--- src/rtl/mdu_ctrl_pkg.sv ---
// mdu_ctrl_pkg
// Shared definitions for the RV32M multiply/divide controller: the M-extension
// operation codes, the controller state type and small op-decode helpers used
// by the controller, the multiplier and the divide core.
package mdu_ctrl_pkg;

  // M-extension operation codes carried on req_op
  localparam logic [3:0] ALU_MUL    = 4'h0;
  localparam logic [3:0] ALU_MULH   = 4'h1;
  localparam logic [3:0] ALU_MULHSU = 4'h2;
  localparam logic [3:0] ALU_MULHU  = 4'h3;
  localparam logic [3:0] ALU_DIV    = 4'h4;
  localparam logic [3:0] ALU_DIVU   = 4'h5;
  localparam logic [3:0] ALU_REM    = 4'h6;
  localparam logic [3:0] ALU_REMU   = 4'h7;

  typedef enum logic [2:0] {
    ST_IDLE,
    ST_MUL,
    ST_FAST,
    ST_DIV,
    ST_DONE
  } state_t;

  function automatic logic is_div_op(input logic [3:0] op);
    return (op == ALU_DIV) || (op == ALU_DIVU) || (op == ALU_REM) || (op == ALU_REMU);
  endfunction

  function automatic logic is_signed_div(input logic [3:0] op);
    return (op == ALU_DIV) || (op == ALU_REM);
  endfunction

  function automatic logic is_rem_op(input logic [3:0] op);
    return (op == ALU_REM) || (op == ALU_REMU);
  endfunction

  // Divides whose result is fixed by the ISA and never need the iterative
  // core: divide-by-zero and the single signed overflow case.
  function automatic logic is_fast_div(input logic [3:0] op,
                                       input logic [31:0] a,
                                       input logic [31:0] b);
    return is_div_op(op) &&
           ((b == 32'h0) ||
            (is_signed_div(op) && (a == 32'h8000_0000) && (b == 32'hFFFF_FFFF)));
  endfunction

endpackage

--- src/rtl/mdu_div_core.sv ---
// mdu_div_core
// 32-iteration restoring divider. On start it captures operand magnitudes and
// the result signs, then performs one shift-subtract step per cycle. done is
// high during the final step; result is valid in that same cycle with sign
// fix-up applied. abort synchronously drops any division in progress.
// Ports:
//   clk, rst_n       : clock, async active-low reset
//   start            : begin a division with a, b, signed_op, rem_op
//   abort            : cancel the current division (wins over start)
//   a, b             in 32 : dividend, divisor (b never 0 here)
//   signed_op        : DIV/REM semantics
//   rem_op           : return remainder instead of quotient
//   busy             out : a division is in progress
//   done             out : last iteration happening this cycle
//   result           out 32 : signed-corrected quotient or remainder
module mdu_div_core
  import mdu_ctrl_pkg::*;
(
  input  logic        clk,
  input  logic        rst_n,
  input  logic        start,
  input  logic        abort,
  input  logic [31:0] a,
  input  logic [31:0] b,
  input  logic        signed_op,
  input  logic        rem_op,
  output logic        busy,
  output logic        done,
  output logic [31:0] result
);

  logic        running;
  logic [5:0]  count;
  logic [31:0] quo_q;
  logic [31:0] rem_q;
  logic [31:0] div_q;
  logic        neg_quo;
  logic        neg_rem;
  logic        rem_sel;

  logic [31:0] a_mag;
  logic [31:0] b_mag;
  logic [32:0] rem_shift;
  logic [32:0] diff;
  logic        fits;
  logic [31:0] quo_next;
  logic [31:0] rem_next;

  assign a_mag = (signed_op && a[31]) ? (~a + 32'd1) : a;
  assign b_mag = (signed_op && b[31]) ? (~b + 32'd1) : b;

  // The partial remainder is always below the divisor, so the shifted value
  // never exceeds 2*div-1 and bit 32 of the difference is exactly the borrow.
  assign rem_shift = {rem_q, quo_q[31]};
  assign diff      = rem_shift - {1'b0, div_q};
  assign fits      = ~diff[32];
  assign quo_next  = {quo_q[30:0], fits};
  assign rem_next  = fits ? diff[31:0] : rem_shift[31:0];

  assign busy = running;
  assign done = running && (count == 6'd31);

  // The final step's outputs feed the fix-up directly so the controller can
  // capture the answer on the same edge the last iteration completes.
  assign result = rem_sel ? (neg_rem ? (~rem_next + 32'd1) : rem_next)
                          : (neg_quo ? (~quo_next + 32'd1) : quo_next);

  // Iteration registers: load on start, step while running, stop after count 31.
  always_ff @(posedge clk or negedge rst_n) begin
    if (!rst_n) begin
      running <= 1'b0;
      count   <= '0;
      quo_q   <= '0;
      rem_q   <= '0;
      div_q   <= '0;
      neg_quo <= 1'b0;
      neg_rem <= 1'b0;
      rem_sel <= 1'b0;
    end else if (abort) begin
      running <= 1'b0;
      count   <= '0;
    end else if (start) begin
      running <= 1'b1;
      count   <= '0;
      quo_q   <= a_mag;
      rem_q   <= '0;
      div_q   <= b_mag;
      neg_quo <= signed_op & (a[31] ^ b[31]);
      neg_rem <= signed_op & a[31];
      rem_sel <= rem_op;
    end else if (running) begin
      quo_q <= quo_next;
      rem_q <= rem_next;
      if (done) begin
        running <= 1'b0;
        count   <= '0;
      end else begin
        count <= count + 6'd1;
      end
    end
  end

endmodule

--- src/rtl/multiplier.sv ---
// multiplier
// Combinational RV32M multiplier. Produces the low word for MUL and the high
// word for MULH/MULHSU/MULHU; any other op code yields 0.
// Ports:
//   op     in  4  : operation code
//   a, b   in  32 : operands (rs1, rs2)
//   result out 32 : product word selected by op
module multiplier
  import mdu_ctrl_pkg::*;
(
  input  logic [3:0]  op,
  input  logic [31:0] a,
  input  logic [31:0] b,
  output logic [31:0] result
);

  logic        a_signed;
  logic        b_signed;
  logic [63:0] a_ext;
  logic [63:0] b_ext;
  logic [63:0] product;

  // Extending each operand to 64 bits with its own signedness makes a single
  // unsigned 64x64 multiply (mod 2^64) give the exact product for all variants.
  assign a_signed = (op == ALU_MULH) || (op == ALU_MULHSU);
  assign b_signed = (op == ALU_MULH);
  assign a_ext    = {{32{a_signed & a[31]}}, a};
  assign b_ext    = {{32{b_signed & b[31]}}, b};
  assign product  = a_ext * b_ext;

  always_comb begin
    result = '0;
    case (op)
      ALU_MUL:                         result = product[31:0];
      ALU_MULH, ALU_MULHSU, ALU_MULHU: result = product[63:32];
      default:                         result = '0;
    endcase
  end

endmodule

--- src/rtl/mdu_ctrl.sv ---
// mdu_ctrl
// Sequencing controller for the RV32M multiply/divide unit. Accepts one
// operation at a time, runs it on the multiplier, the fixed-result fast path
// or the restoring divider, and returns a tagged result. flush aborts any
// operation in flight without producing a response.
// Ports:
//   clk, rst_n                 : clock, async active-low reset
//   req_valid/req_ready        : request handshake
//   req_op  in 4               : M-extension op code
//   req_a, req_b in XLEN       : rs1, rs2
//   req_tag in TAG_W           : rd tag, echoed on rsp_tag
//   flush   in                 : kill the current operation
//   rsp_valid/rsp_ready        : response handshake
//   rsp_data out XLEN, rsp_tag out TAG_W : result and its tag
//   busy    out                : controller not idle
module mdu_ctrl
  import mdu_ctrl_pkg::*;
#(
  parameter int XLEN  = 32,
  parameter int TAG_W = 5
) (
  input  logic             clk,
  input  logic             rst_n,
  input  logic             req_valid,
  output logic             req_ready,
  input  logic [3:0]       req_op,
  input  logic [XLEN-1:0]  req_a,
  input  logic [XLEN-1:0]  req_b,
  input  logic [TAG_W-1:0] req_tag,
  input  logic             flush,
  output logic             rsp_valid,
  input  logic             rsp_ready,
  output logic [XLEN-1:0]  rsp_data,
  output logic [TAG_W-1:0] rsp_tag,
  output logic             busy
);

  state_t state;
  state_t next_state;

  logic [3:0]       op_q;
  logic [XLEN-1:0]  a_q;
  logic [XLEN-1:0]  b_q;
  logic [TAG_W-1:0] tag_q;
  logic [XLEN-1:0]  result_q;

  logic             accept;
  logic             div_start;
  logic             div_busy;
  logic             div_done;
  logic [XLEN-1:0]  div_result;
  logic [XLEN-1:0]  mul_result;
  logic [XLEN-1:0]  fast_result;

  assign req_ready = (state == ST_IDLE) && !flush;
  assign accept    = req_valid && req_ready;
  assign rsp_valid = (state == ST_DONE);
  assign busy      = (state != ST_IDLE);
  assign rsp_data  = result_q;
  assign rsp_tag   = tag_q;

  multiplier u_mul (
    .op     (op_q),
    .a      (a_q),
    .b      (b_q),
    .result (mul_result)
  );

  mdu_div_core u_div (
    .clk       (clk),
    .rst_n     (rst_n),
    .start     (div_start),
    .abort     (flush),
    .a         (a_q),
    .b         (b_q),
    .signed_op (is_signed_div(op_q)),
    .rem_op    (is_rem_op(op_q)),
    .busy      (div_busy),
    .done      (div_done),
    .result    (div_result)
  );

  // Fast path only ever sees divide-by-zero or signed overflow.
  always_comb begin
    fast_result = '0;
    if (b_q == '0) begin
      fast_result = is_rem_op(op_q) ? a_q : '1;
    end else begin
      fast_result = is_rem_op(op_q) ? '0 : {1'b1, {(XLEN-1){1'b0}}};
    end
  end

  always_ff @(posedge clk or negedge rst_n) begin
    if (!rst_n) state <= ST_IDLE;
    else        state <= next_state;
  end

  // Next-state logic. flush is applied last so it overrides an accept and a
  // same-cycle DONE handshake alike. The divider is kicked in the first DIV
  // cycle, which doubles as its operand-setup cycle.
  always_comb begin
    next_state = state;
    div_start  = 1'b0;
    case (state)
      ST_IDLE: begin
        if (accept) begin
          if (!is_div_op(req_op))                       next_state = ST_MUL;
          else if (is_fast_div(req_op, req_a, req_b))   next_state = ST_FAST;
          else                                          next_state = ST_DIV;
        end
      end
      ST_MUL:  next_state = ST_DONE;
      ST_FAST: next_state = ST_DONE;
      ST_DIV: begin
        div_start = !div_busy && !flush;
        if (div_done) next_state = ST_DONE;
      end
      ST_DONE: begin
        if (rsp_ready) next_state = ST_IDLE;
      end
      default: next_state = ST_IDLE;
    endcase
    if (flush) next_state = ST_IDLE;
  end

  // Operand capture on accept and result capture from whichever path is
  // active; a flush leaves the result register untouched.
  always_ff @(posedge clk or negedge rst_n) begin
    if (!rst_n) begin
      op_q     <= '0;
      a_q      <= '0;
      b_q      <= '0;
      tag_q    <= '0;
      result_q <= '0;
    end else begin
      if (accept) begin
        op_q  <= req_op;
        a_q   <= req_a;
        b_q   <= req_b;
        tag_q <= req_tag;
      end
      if (!flush) begin
        case (state)
          ST_MUL:  result_q <= mul_result;
          ST_FAST: result_q <= fast_result;
          ST_DIV:  if (div_done) result_q <= div_result;
          default: result_q <= result_q;
        endcase
      end
    end
  end

endmodule

--- config.mk ---
export PLATFORM = sky130hd
export DESIGN_NAME = mdu_ctrl
export DESIGN_NICKNAME = d
export VERILOG_FILES = /design/src/rtl/mdu_ctrl_pkg.sv /design/src/rtl/mdu_div_core.sv /design/src/rtl/multiplier.sv /design/src/rtl/mdu_ctrl.sv
export SDC_FILE = /design/constraint.sdc
export NUM_CORES = 2
export LEC_CHECK = 0
export BUFFER_PORTS_ARGS = -buffer_cell sky130_fd_sc_hd__buf_2
export CAP_MARGIN = 20
export CORE_MARGIN = 5
export CORE_UTILIZATION = 50
export CTS_CLUSTER_SIZE = 16
export DETAILED_ROUTE_END_ITERATION = 8
export GPL_ROUTABILITY_DRIVEN = 0
export GPL_TIMING_DRIVEN = 0
export PLACE_DENSITY = 0.66
export SLEW_MARGIN = 30
export SYNTH_ARGS = -nofsm -noshare
export SYNTH_HDL_FRONTEND = slang
export SYNTH_SLANG_ARGS = --single-unit
--- constraint.sdc ---
create_clock -name clk -period 27.6 [get_ports clk]
set_input_delay 4.14 -clock clk [delete_from_list [all_inputs] [get_ports clk]]
set_output_delay 4.14 -clock clk [all_outputs]
set_load 0.01 [all_outputs]
Word-level counts from Yosys, hierarchy flattened
Index checks and enable logic that the tools add are counted.

cells by class
  $add $sub $neg = 6
  multipliers = 1
  eq/ne operators = 21
  mux-type cells = 32
  bitwise gates (word level) = 11
  reduce and logical (&&, ||, !) cells = 33

operators with widths
  cell                                                                   count
  32-bit 2-to-1 mux                                                      14
  32-bit by 1-bit adder with 32-bit output, second input constant        4
  32-bit inverter                                                        4
  32-bit case mux with 3 select lines                                    1
  32-bit equality test, second input constant                            2
  32-bit logical NOT                                                     2
  33-bit by 33-bit multiplier with 64-bit output                         1
  32-bit case mux with 2 select lines                                    1
  33-bit by 32-bit subtractor with 33-bit output                         1
  4-bit by 3-bit equality test with 1-bit output, second input constant  7
  6-bit 2-to-1 mux                                                       4
  3-bit 2-to-1 mux                                                       4
  3-bit case mux with 4 select lines                                     1
  1-bit logical AND                                                      9
  3-bit nonzero test                                                     3
  4-bit by 2-bit equality test with 1-bit output, second input constant  2
  1-bit logical OR                                                       8
  6-bit by 1-bit adder with 6-bit output, second input constant          1
  3-bit by 2-bit equality test with 1-bit output, second input constant  2
  6-bit by 5-bit equality test with 1-bit output, second input constant  1
  1-bit 2-to-1 mux                                                       6
  3-bit inequality test, second input constant                           2
  3-bit AND reduction                                                    2
  1-bit bitwise AND                                                      4
  other kinds (15)                                                       18

word-level totals
  bits in registers = 214
  input bits = 78
  output and inout bits = 40

Depth between registers and ports, before layout
  depth after elaboration = 11
  gate-level depth with buffers = 33

Hierarchy
Synthesis repeated with hierarchy kept, for this count alone.

unflattened totals
  cells, all modules = 6103
  area, all modules = 53844.1 um2

modules (own cells, without submodules)
  module        instances  cells each  area an instance (um2)
  multiplier    1          4336        38446.9
  mdu_div_core  1          1328        10102.2
  mdu_ctrl      1          439         5295.1

Worst setup path before layout
OpenSTA, ideal clock, no wires.

  path type = register -> register
  from = register op_q[0]
  to = register result_q[29], in the netlist rsp_data[29]
  library setup time = 135 ps
  data arrival time = 8595 ps
  required time = 27465 ps
  setup slack = 18870 ps
  cell stages (with the launch flop) = 33
  path buffers = 3
  cells stage by stage = dfrtp_1 > clkbuf_1 > xor2_1 > and3_1 > clkbuf_1 > nand2_1 > inv_1 > fa_1 > inv_1 > fa_1 > inv_1 > fa_1 > inv_1 > fa_1 > inv_1 > fa_1 > fa_1 > fa_1 > inv_1 > fa_1 > inv_1 > ha_1 > clkbuf_1 > a21o_1 > a21oi_1 > a21oi_1 > nor3_1 > nand4_1 > a31oi_1 > mux2i_1 > o21ai_0 > a221oi_1 > a211oi_2

on the way
  longest elaborated chain between the ends = 6

RTL lines
  item                                                                                                              line                                                  source
  from (decl)                                                                                                       mdu_ctrl.sv:41                                        logic [3:0] op_q;
  from (signal assigned)                                                                                            mdu_ctrl.sv:137                                       op_q <= req_op;
  4-bit by 1-bit equality test with 1-bit output or 4-bit by 2-bit equality test with 1-bit output (tied branches)  multiplier.sv:25, multiplier.sv:26, multiplier.sv:33
  1-bit logical OR                                                                                                  multiplier.sv:25                                      assign a_signed = (op == ALU_MULH) || (op == ALU_MULHSU);
  1-bit bitwise AND                                                                                                 multiplier.sv:27                                      assign a_ext = {{32{a_signed & a[31]}}, a};
  33-bit by 33-bit multiplier with 64-bit output                                                                    multiplier.sv:29                                      assign product = a_ext * b_ext;
  32-bit case mux with 2 select lines                                                                               multiplier.sv:33                                      case (op)
  32-bit case mux with 3 select lines (*)                                                                           mdu_ctrl.sv:143                                       case (state)
  to (signal assigned)                                                                                              mdu_ctrl.sv:144                                       ST_MUL: result_q <= mul_result;
  to (signal assigned)                                                                                              mdu_ctrl.sv:145                                       ST_FAST: result_q <= fast_result;
  to (signal assigned)                                                                                              mdu_ctrl.sv:146                                       ST_DIV: if (div_done) result_q <= div_result;
  to (decl)                                                                                                         mdu_ctrl.sv:45                                        logic [XLEN-1:0] result_q;

Every way passes the cells marked *; elsewhere a longest branch is shown, timed or not.
A chain may end at the register's enable or synchronous reset.

Worst setup path after layout
  from = register op_q[0]
  to = register result_q[23], in the netlist rsp_data[23]

Same word-level chain as after synthesis.

==> run metrics <==
Worst R2R End rsp_data[23]; DIE WIDTH 337 um; Hold Path Class reg2reg; drt via density 5.95; Num CTS Buffers 26; count of pins over their slew limit 0; Worst EP arrival 12.12 ns; top cells by area, synth fa_1, dfrtp_1, inv_1, nand2_1, ha_1; Post-Layout Cell Count 7651; post-synth cell types 100; register area share after synthesis 10.0%; post_cts resized 0; WHS Endpoint u_div.div_q[23]; RSZ-0062 raised after global routing no; Final setup viols 0; Crit Path Class reg2reg; Reg-to-Reg Start op_q[0]; 1st-iter DRT viols 5190; Mapped Area 53400 um2; Max-cap violations 0; FF-to-FF path depth 29; Tightest Pin Transition 1.17 ns; CP endpoint kind register; setup TNS 0 ns; Post-Syn Area per Cell 8.78 um2; first-pass GRT wire length 300 mm; largest net degree at the start of global routing 86; number of flops mapped to enable cells by yosys 0; placed cells 7591; fillers 9837; R2R Setup Slk 15.92 ns; CTS tree built; H-Tree Depth 1; Setup crit start kind register; post-synth net total 7535; nets@finish 7683; total setup buffers inserted after CTS 0; fin crit share 42.3%; Critical Path Max Stage Delay 0.87 ns; dpl hpwl 168 mm; die height 337 um; Root Driver clkbuf_16; most used flip-flop cell after synthesis dfrtp_1; 1st-pass router iterations 6; row cnt 119; Starting Density 50.5%; clock tree sinks 214; CP dominant cell by count fa_1; DR WL/cell 26.4 um; drc violations 0; Worst Path Required 28.04 ns; core area 106000 um2; Highest Clock Rate 85.6 MHz; worst hold stages 2; YS warnings 0; status finished, final reports clean; CTS clock-pin slew for the worst setup and hold paths 0.06 ns; Die Footprint 113000 um2; Boundary Pins 118; post-synth top area cell fa_1; fin crit period 11.68 ns; port bufs 117; ys async rst share 100%; hold_buf cts 0; hold_sp u_div.div_q[23]; total gr overflow 0; CP max stage cell fa_1; area grow syn2layout 6.51%; final wirelength 202 mm; Synth top area share 42.2%; worst-case clock skew 0.0254 ns; share of cells above drive strength 1 5.82%; Worst Path Max Fanout 11; CTS max path bufs 3; worst skew pair latency 0.58 ns; Post-Syn Instances 6081; Vias 45600; Global Route Usage Sum 35.9%; Final Hold Fails 0; vias in the first global route 46900; Max-slew headroom 22.0%; initial antenna violation count 19; Final ANT Viol Nets 0; count of state elements after synthesis 214
## metal layers
layer | up-vias | track usage, % | routed length [um]
met1 | 22800 | 45.3 | 72300
met4 | 24 | 22.5 | 17100
met5 | - | 0 | 183
met2 | 3004 | 52.5 | 83600
li1 | 18900 | - | -
met3 | 775 | 13.4 | 28700
## per-stage QoR
stage | area, um2 | util, % | hold WS (ns) | setup WS [ns]
finish | 56900 | 53.8 | 0.483 | 15.92
floorplan | 53400 | - | 0.450 | 18.87
CTS | 56800 | 53.7 | 0.485 | 16.15
global placement | 55700 | 52.7 | 0.464 | 16.06
detailed placement | 55900 | 52.8 | 0.471 | 16.26
global route | 56800 | 53.8 | 0.497 | 15.55
## cell families after synthesis
logic type,Yosys count,synth area share [%]
and+or+nand+nor,1795,15.6
buffers and inverters,1634,11.6
adders and majority gates,1376,48.1
AOI/OAI and AO/OA,762,9.38
DFF,214,10.0
xor gates and xnor gates,191,3.16
muxes,109,2.24
## worst max-delay path by stage
stage,from,to,slack [ns],depth (start not counted)
floorplan,op_q[0],rsp_data[29],18.87,32
global placement,op_q[0],rsp_data[23],16.06,29
detailed placement,op_q[0],rsp_data[23],16.26,29
CTS,op_q[0],rsp_data[23],16.15,29
global route,op_q[0],rsp_data[23],15.55,29
finish,op_q[0],rsp_data[23],15.92,29
## final cells by class
class | instances | area (um2) | share of cell area (%)
Multi-Input combinational cell | 4233 | 41900 | 73.7
Sequential cell | 214 | 5360 | 9.42
Inverter | 1260 | 4730 | 8.32
Tap cell | 1391 | 1740 | 3.06
Buffer | 374 | 1500 | 2.64
Clock buffer | 32 | 723 | 1.27
Timing Repair Buffer | 120 | 666 | 1.17
Clock inverter | 16 | 233 | 0.409
Antenna cell | 11 | 27.5 | 0.0484
## worst max-delay path, delay by kind of cell (launching register included)
kind,cells,cell delay (ns)
AND/OR/NAND/NOR,8,2.40
flip-flops,1,0.32
buffers and inverters,8,2.30
XOR/XNOR,1,0.23
AO/OA/AOI/OAI,3,1.09
adder cells (fa/ha/maj),9,5.16
## layout by cell type, fill, tap and decap left out, types with 28 or more instances in the layout
cell type,Yosys,layout
a21o_1,54,54
a21oi_1,155,155
a22oi_1,31,31
a31oi_1,28,28
and2_1,305,305
buf_1,67,59
buf_2,10,133
clkbuf_1,291,257
clkbuf_2,0,36
dfrtp_1,214,214
fa_1,1126,1125
ha_1,250,250
inv_1,1259,1259
mux2_2,77,77
mux2i_1,30,30
nand2_1,994,994
nand3_1,48,48
nand4_1,38,38
nor2_1,185,185
nor3_1,51,50
nor4_1,31,29
o21ai_0,225,225
xnor2_1,117,117
xor2_1,73,73
## flip-flops by register name (all words and copies together) (netlist names)
signal,cells
op_q,4
state,3
rsp_tag,5
u_div.rem_sel,1
u_div.div_q,32
rsp_data,32
u_div.neg_rem,1
u_div.neg_quo,1
u_div.quo_q,32
b_q,32
u_div.count,6
u_div.rem_q,32
a_q,32
u_div.busy,1
## cells in the mapped netlist, drive strengths merged, types with 22 or more instances
| cell | count |
|---|---|
| xnor2 | 117 |
| nand2b | 22 |
| nand4 | 38 |
| xor2 | 73 |
| buf | 83 |
| and2 | 306 |
| ha | 250 |
| clkbuf | 291 |
| o31ai | 31 |
| a31oi | 30 |
| a211oi | 30 |
| a22oi | 32 |
| mux2 | 79 |
| nand2 | 995 |
| o21a | 23 |
| inv | 1260 |
| o211ai | 23 |
| dfrtp | 214 |
| a21oi | 157 |
| mux2i | 30 |
| nor4 | 33 |
| a21o | 54 |
| nor3 | 52 |
| or3 | 28 |
| nor2 | 185 |
| fa | 1126 |
| o21ai | 234 |
| nand3 | 48 |
Power is not shown: default switching activity piles up to over one toggle a cycle in this logic, so the estimate is an artifact.
